--- src/rtl/collision_scheduler_pkg.sv ---
// Shared slot-packing constants and sweep state encoding for the collision
// scheduler and the enemy manager.
package collision_scheduler_pkg;

   localparam int COORD_W = 10;
   localparam int EXT_W   = 11;

   typedef enum logic [1:0] {
      ST_IDLE   = 2'd0,
      ST_SCAN   = 2'd1,
      ST_COMMIT = 2'd2
   } sweep_state_t;

   function automatic logic [EXT_W-1:0] extend_coord(input logic [COORD_W-1:0] v);
      return {1'b0, v};
   endfunction

endpackage

--- src/rtl/aabb_overlap.sv ---
// Combinational axis-aligned box overlap test. Box A sits at (ax,ay), box B
// at (bx,by); sums are widened by one bit so edges near the screen limit cannot wrap.
module aabb_overlap
   import collision_scheduler_pkg::*;
#(
   parameter int A_W = 2,
   parameter int A_H = 6,
   parameter int B_W = 16,
   parameter int B_H = 16
) (
   input  logic [COORD_W-1:0] ax,
   input  logic [COORD_W-1:0] ay,
   input  logic [COORD_W-1:0] bx,
   input  logic [COORD_W-1:0] by,
   output logic               overlap
);

   logic [EXT_W-1:0] ax_e, ay_e, bx_e, by_e;

   assign ax_e = extend_coord(ax);
   assign ay_e = extend_coord(ay);
   assign bx_e = extend_coord(bx);
   assign by_e = extend_coord(by);

   assign overlap = (ax_e < bx_e + EXT_W'(B_W)) &&
                    (ax_e + EXT_W'(A_W) > bx_e) &&
                    (ay_e < by_e + EXT_W'(B_H)) &&
                    (ay_e + EXT_W'(A_H) > by_e);

endmodule

--- src/rtl/collision_scheduler.sv ---
// Per-frame bullet-vs-enemy collision sweep: one shared box comparator walks every
// (bullet, enemy) pair of a frame snapshot and commits the hits as one-cycle pulses.
//
//   state     | meaning
//   ----------+-----------------------------------------------------------
//   ST_IDLE   | waiting for frame_start; snapshot taken on acceptance
//   ST_SCAN   | one pair (b,e) per cycle, enemy index innermost
//   ST_COMMIT | pending masks/count pushed to the outputs, then cleared
module collision_scheduler
   import collision_scheduler_pkg::*;
#(
   parameter int BULLET_COUNT = 8,
   parameter int ENEMY_COUNT  = 4,
   parameter int BULLET_W     = 2,
   parameter int BULLET_H     = 6,
   parameter int ENEMY_W      = 16,
   parameter int ENEMY_H      = 16
) (
   input  logic                               clk25,
   input  logic                               rst_n,
   input  logic                               frame_start,
   input  logic [COORD_W*BULLET_COUNT-1:0]    bullet_x_flat,
   input  logic [COORD_W*BULLET_COUNT-1:0]    bullet_y_flat,
   input  logic [BULLET_COUNT-1:0]            bullet_active_flat,
   input  logic [COORD_W*ENEMY_COUNT-1:0]     enemy_x_flat,
   input  logic [COORD_W*ENEMY_COUNT-1:0]     enemy_y_flat,
   input  logic [ENEMY_COUNT-1:0]             enemy_active_flat,
   output logic [BULLET_COUNT-1:0]            bullet_hit,
   output logic [ENEMY_COUNT-1:0]             enemy_hit,
   output logic [$clog2(ENEMY_COUNT+1)-1:0]   hit_count,
   output logic                               commit,
   output logic                               busy,
   output logic                               overrun
);

   localparam int BI_W  = (BULLET_COUNT > 1) ? $clog2(BULLET_COUNT) : 1;
   localparam int EI_W  = (ENEMY_COUNT > 1) ? $clog2(ENEMY_COUNT) : 1;
   localparam int CNT_W = $clog2(ENEMY_COUNT+1);

   sweep_state_t                      state;
   logic [BI_W-1:0]                   b_idx;
   logic [EI_W-1:0]                   e_idx;
   logic [COORD_W*BULLET_COUNT-1:0]   snap_bx, snap_by;
   logic [BULLET_COUNT-1:0]           snap_ba;
   logic [COORD_W*ENEMY_COUNT-1:0]    snap_ex, snap_ey;
   logic [ENEMY_COUNT-1:0]            snap_ea;
   logic [BULLET_COUNT-1:0]           pend_b;
   logic [ENEMY_COUNT-1:0]            pend_e;
   logic [CNT_W-1:0]                  pend_cnt;

   logic [COORD_W-1:0] cur_bx, cur_by, cur_ex, cur_ey;
   logic               boxes_overlap;
   logic               pair_hit;
   logic               last_b, last_e;

   assign cur_bx = snap_bx[int'(b_idx)*COORD_W +: COORD_W];
   assign cur_by = snap_by[int'(b_idx)*COORD_W +: COORD_W];
   assign cur_ex = snap_ex[int'(e_idx)*COORD_W +: COORD_W];
   assign cur_ey = snap_ey[int'(e_idx)*COORD_W +: COORD_W];

   aabb_overlap #(
      .A_W (BULLET_W),
      .A_H (BULLET_H),
      .B_W (ENEMY_W),
      .B_H (ENEMY_H)
   ) u_overlap (
      .ax      (cur_bx),
      .ay      (cur_by),
      .bx      (cur_ex),
      .by      (cur_ey),
      .overlap (boxes_overlap)
   );

   // Already-matched slots are masked so lower indices win on both sides.
   assign pair_hit = boxes_overlap && snap_ba[b_idx] && snap_ea[e_idx] &&
                     !pend_b[b_idx] && !pend_e[e_idx];
   assign last_b   = (b_idx == BI_W'(BULLET_COUNT-1));
   assign last_e   = (e_idx == EI_W'(ENEMY_COUNT-1));

   always_ff @(posedge clk25 or negedge rst_n) begin
      if (!rst_n) begin
         state      <= ST_IDLE;
         b_idx      <= '0;
         e_idx      <= '0;
         snap_bx    <= '0;
         snap_by    <= '0;
         snap_ba    <= '0;
         snap_ex    <= '0;
         snap_ey    <= '0;
         snap_ea    <= '0;
         pend_b     <= '0;
         pend_e     <= '0;
         pend_cnt   <= '0;
         bullet_hit <= '0;
         enemy_hit  <= '0;
         hit_count  <= '0;
         commit     <= 1'b0;
         busy       <= 1'b0;
         overrun    <= 1'b0;
      end else begin
         bullet_hit <= '0;
         enemy_hit  <= '0;
         hit_count  <= '0;
         commit     <= 1'b0;
         if (frame_start && state != ST_IDLE)
            overrun <= 1'b1;
         case (state)
            ST_IDLE: begin
               if (frame_start) begin
                  snap_bx <= bullet_x_flat;
                  snap_by <= bullet_y_flat;
                  snap_ba <= bullet_active_flat;
                  snap_ex <= enemy_x_flat;
                  snap_ey <= enemy_y_flat;
                  snap_ea <= enemy_active_flat;
                  b_idx   <= '0;
                  e_idx   <= '0;
                  busy    <= 1'b1;
                  state   <= ST_SCAN;
               end
            end
            ST_SCAN: begin
               if (pair_hit) begin
                  pend_b[b_idx] <= 1'b1;
                  pend_e[e_idx] <= 1'b1;
                  pend_cnt      <= pend_cnt + CNT_W'(1);
               end
               if (last_e) begin
                  e_idx <= '0;
                  if (last_b) state <= ST_COMMIT;
                  else        b_idx <= b_idx + BI_W'(1);
               end else begin
                  e_idx <= e_idx + EI_W'(1);
               end
            end
            ST_COMMIT: begin
               bullet_hit <= pend_b;
               enemy_hit  <= pend_e;
               hit_count  <= pend_cnt;
               commit     <= 1'b1;
               pend_b     <= '0;
               pend_e     <= '0;
               pend_cnt   <= '0;
               busy       <= 1'b0;
               state      <= ST_IDLE;
            end
            default: state <= ST_IDLE;
         endcase
      end
   end

endmodule

--- config.mk ---
export PLATFORM = sky130hd
export DESIGN_NAME = collision_scheduler
export DESIGN_NICKNAME = d
export VERILOG_FILES = /design/src/rtl/collision_scheduler_pkg.sv /design/src/rtl/aabb_overlap.sv /design/src/rtl/collision_scheduler.sv
export SDC_FILE = /design/constraint.sdc
export NUM_CORES = 1
export LEC_CHECK = 0
export BUFFER_PORTS_ARGS = -buffer_cell sky130_fd_sc_hd__buf_2
export CAP_MARGIN = 25
export CORE_ASPECT_RATIO = 0.7
export CORE_MARGIN = 1
export CORE_UTILIZATION = 60
export DETAILED_ROUTE_END_ITERATION = 6
export PLACE_DENSITY = 0.86
export SLEW_MARGIN = 0
export SYNTH_ARGS = -nofsm -noshare
export SYNTH_HDL_FRONTEND = slang
export SYNTH_SLANG_ARGS = --single-unit
export TNS_END_PERCENT = 30
--- constraint.sdc ---
create_clock -name clk25 -period 7.1 [get_ports clk25]
set_input_delay 1.065 -clock clk25 [delete_from_list [all_inputs] [get_ports clk25]]
set_output_delay 1.065 -clock clk25 [all_outputs]
set_load 0.03 [all_outputs]
==> metrics.txt <==
status=finished clean; CTS tree=yes; reg-to-reg slack, setup=1.83 ns; net load switching power=0.00299 W; worst path required time=7.56 ns; CTS root buf=clkbuf_16; Layout area overhead=17.9%; Peak supply drop=0.000313 V; H-tree Lvls=1; Synth Cell Area=14200 um^2; sequential power share=35.7%; final hold violation count=0; CP Capture Type=register; Post-DP HPWL=24.3 mm; setup bufs post-CTS=0; most common cell after layout, fill and taps aside=dfrtp_1; GP Congestion=0.927; Yosys top cell by area=dfrtp_1; DR pass1 iterations=5; Mapped Cells=1021; post-synth cell types=63; share of cells above drive strength 1=49.4%; pwr dens=494 nW/um^2; first-pass GRT wire length=52.1 mm; Design Area, Final=16700 um^2; Synth top area share=51.6%; CTS buffer count=28; Critical Path Fanout Max=68; detailed-route via count=9445; dpl cell area=15700 um^2; Finish-stage setup viols=0; num rows=46; Max Root-Sink Buffers=3; Synth Area per Inst=13.9 um^2; fin util=72.9%; Seq/Total Area, Yosys=51.6%; Worst Tran Pin Value=0.992 ns; Die X=186 um; Pint=0.00524 W; Setup Crit Path Kind=register to register; Post-synth ARST share=100%; WL final=33.9 mm; placed cell count=1559; Worst EP arrival=5.73 ns; Routed WL per cell=21.0 um; Final Max Slew Viols=0; Startpoint Class=register; Setup Skew=0.0223 ns; fin nets=1582; Vias/cell=5.84; Period minus WS final=5.27 ns; Ports=273; 1st-iter DRT viols=536; setup_tns=0 ns; clock power share=19.0%; Fill cells=1554; clk sinks=292; Starting Density=61.8%; grt ovf=0; P_leak=7.79 nW; IO Port Bufs=272; YS warnings=0; Primary FF master, synth=dfrtp_1; Post-synth EDFFs=0; post-cts sizing count=0; die height=130 um; Final Cycle Share=74.3%; Comb power frac=45.4%; RSZ-0062 raised after global routing=no; Hold Crit Class=register to register; number of antenna violations at the first check in global routing=8; Sw Share=36.3%; Total GRT Usage=28.3%; Worst-Skew Late Latency=0.55 ns; largest net degree at the start of global routing=116; Worst slew margin=33.8%; commonest non-fill, non-tap cells in the layout=dfrtp_1 (288), buf_2 (271), mux2_2 (257); Post-CTS Hold Buffers=0; Finished Layout Cells=1617; Core Footprint=22900 um^2; Syn Nets=1325; Max-Cap Viols=0; number of synthesized register bits=292; dominant cells by area after synthesis=dfrtp_1 (52%), mux2_2 (20%), mux4_2 (6.8%); Final ANT Viol Nets=0; number of global-route vias before repair=9792; DIE AREA=24200 um^2; clk slew on worst S/H paths=0.06 ns; DRC Markers=0; Highest Clock Rate=190 MHz
final cells by class:
| cell class | instances | area [um^2] | area share (%) |
|---|---|---|---|
| inverter | 44 | 165 | 0.990 |
| clock inverter | 12 | 176 | 1.06 |
| sequential | 292 | 7310 | 43.8 |
| antenna | 5 | 12.5 | 0.0750 |
| timing repair buffer | 283 | 1470 | 8.83 |
| multi-input combinational | 629 | 6360 | 38.1 |
| tap | 312 | 390 | 2.34 |
| clock buffer | 40 | 796 | 4.77 |
power by group through the flow:
stage	Clock (W)	Sequential (W)	Combinational (W)
3_5_place_dp	0	0.00295	0.00365
2_1_floorplan	0	0.00267	0.00295
5_1_grt	0.00165	0.00303	0.00409
6_report	0.00156	0.00294	0.00374
4_1_cts	0.00158	0.00293	0.00371
3_3_place_gp	0	0.00291	0.00351
critical path, stage by stage (launching register included):
cell and delay (ns):
dfrtp_4 1.00, mux4_2 0.41, mux2i_1 0.49, inv_1 0.13, ha_1 0.34, a2111oi_0 0.43, o21ai_0 0.24, a221o_1 0.37
a2111oi_0 0.34, o21ai_0 0.16, a221oi_2 0.76, nand2_1 0.25, o21ai_1 0.19
through the flow:
step	hold slack [ns]	power (W)	worst slack (ns)
6_report	0.492	0.00824	1.83
3_3_place_gp	0.466	0.00642	2.17
5_1_grt	0.508	0.00876	1.52
3_5_place_dp	0.473	0.00660	1.98
4_1_cts	0.492	0.00822	1.93
2_1_floorplan	0.450	0.00562	3.09
cell usage after synthesis (3+ instances only):
library cell	n
o21ai_1	5
ha_1	49
mux4_2	43
buf_2	3
o22ai_1	6
o2bb2ai_1	3
and2_1	19
a22o_1	12
a31oi_1	5
buf_6	9
and3_1	4
buf_1	4
nand2_1	33
a221oi_1	8
inv_1	42
nand2b_1	10
a22oi_1	4
nor3_1	4
xnor2_1	17
mux2_2	257
xor2_1	4
a21o_1	8
mux2i_1	22
buf_4	4
clkbuf_1	34
nor2b_1	7
o21ai_0	20
nor2_1	17
dfrtp_1	292
nand3_1	8
nor3b_1	3
nand4_1	8
a21oi_1	18
flip-flops by register name, indices dropped and copies added, names as in the netlist, 2 cells and up:
register / cells
snap_bx: 80
snap_by: 80
snap_ex: 40
snap_ey: 40
bullet_hit: 8
pend_b: 8
snap_ba: 8
enemy_hit: 4
pend_e: 4
snap_ea: 4
b_idx: 3
hit_count: 3
pend_cnt: 3
e_idx: 2
state: 2
layer usage:
metal	wire length [um]	share of wire, %	global-route usage, %	up-vias
met1	15000	44	39.2	4774
met3	2630	7.7	7.26	67
met5	57	0.17	0	-
li1	-	-	-	4240
met4	795	2.3	7.14	10
met2	15400	45	45.2	354
cells by family after synthesis:
group	after synthesis	share of synthesized area [%]
XOR/XNOR	21	1.30
AO/OA/AOI/OAI	109	5.37
adder cells (fa/ha/maj)	49	4.33
buffers and inverters	100	3.46
AND/OR/NAND/NOR	126	4.87
multiplexers	324	29.0
flip-flops	292	51.6
path summary, 6_finish.rpt:
check	start	endpoint	depth (start not counted)
min in group asynchronous	rst_n	enemy_hit[0]$_DFF_PN0_	1
setup / recovery	b_idx[2]$_DFFE_PN0P_	pend_b[7]$_DFFE_PN0P_	12
max in group asynchronous	rst_n	snap_by[64]$_DFFE_PN0P_	2
hold reg to reg	busy$_DFFE_PN0P_	busy$_DFFE_PN0P_	1
setup reg to reg	b_idx[2]$_DFFE_PN0P_	pend_b[7]$_DFFE_PN0P_	12
hold / removal	busy$_DFFE_PN0P_	busy$_DFFE_PN0P_	1
(Power assumes the default switching activity.)
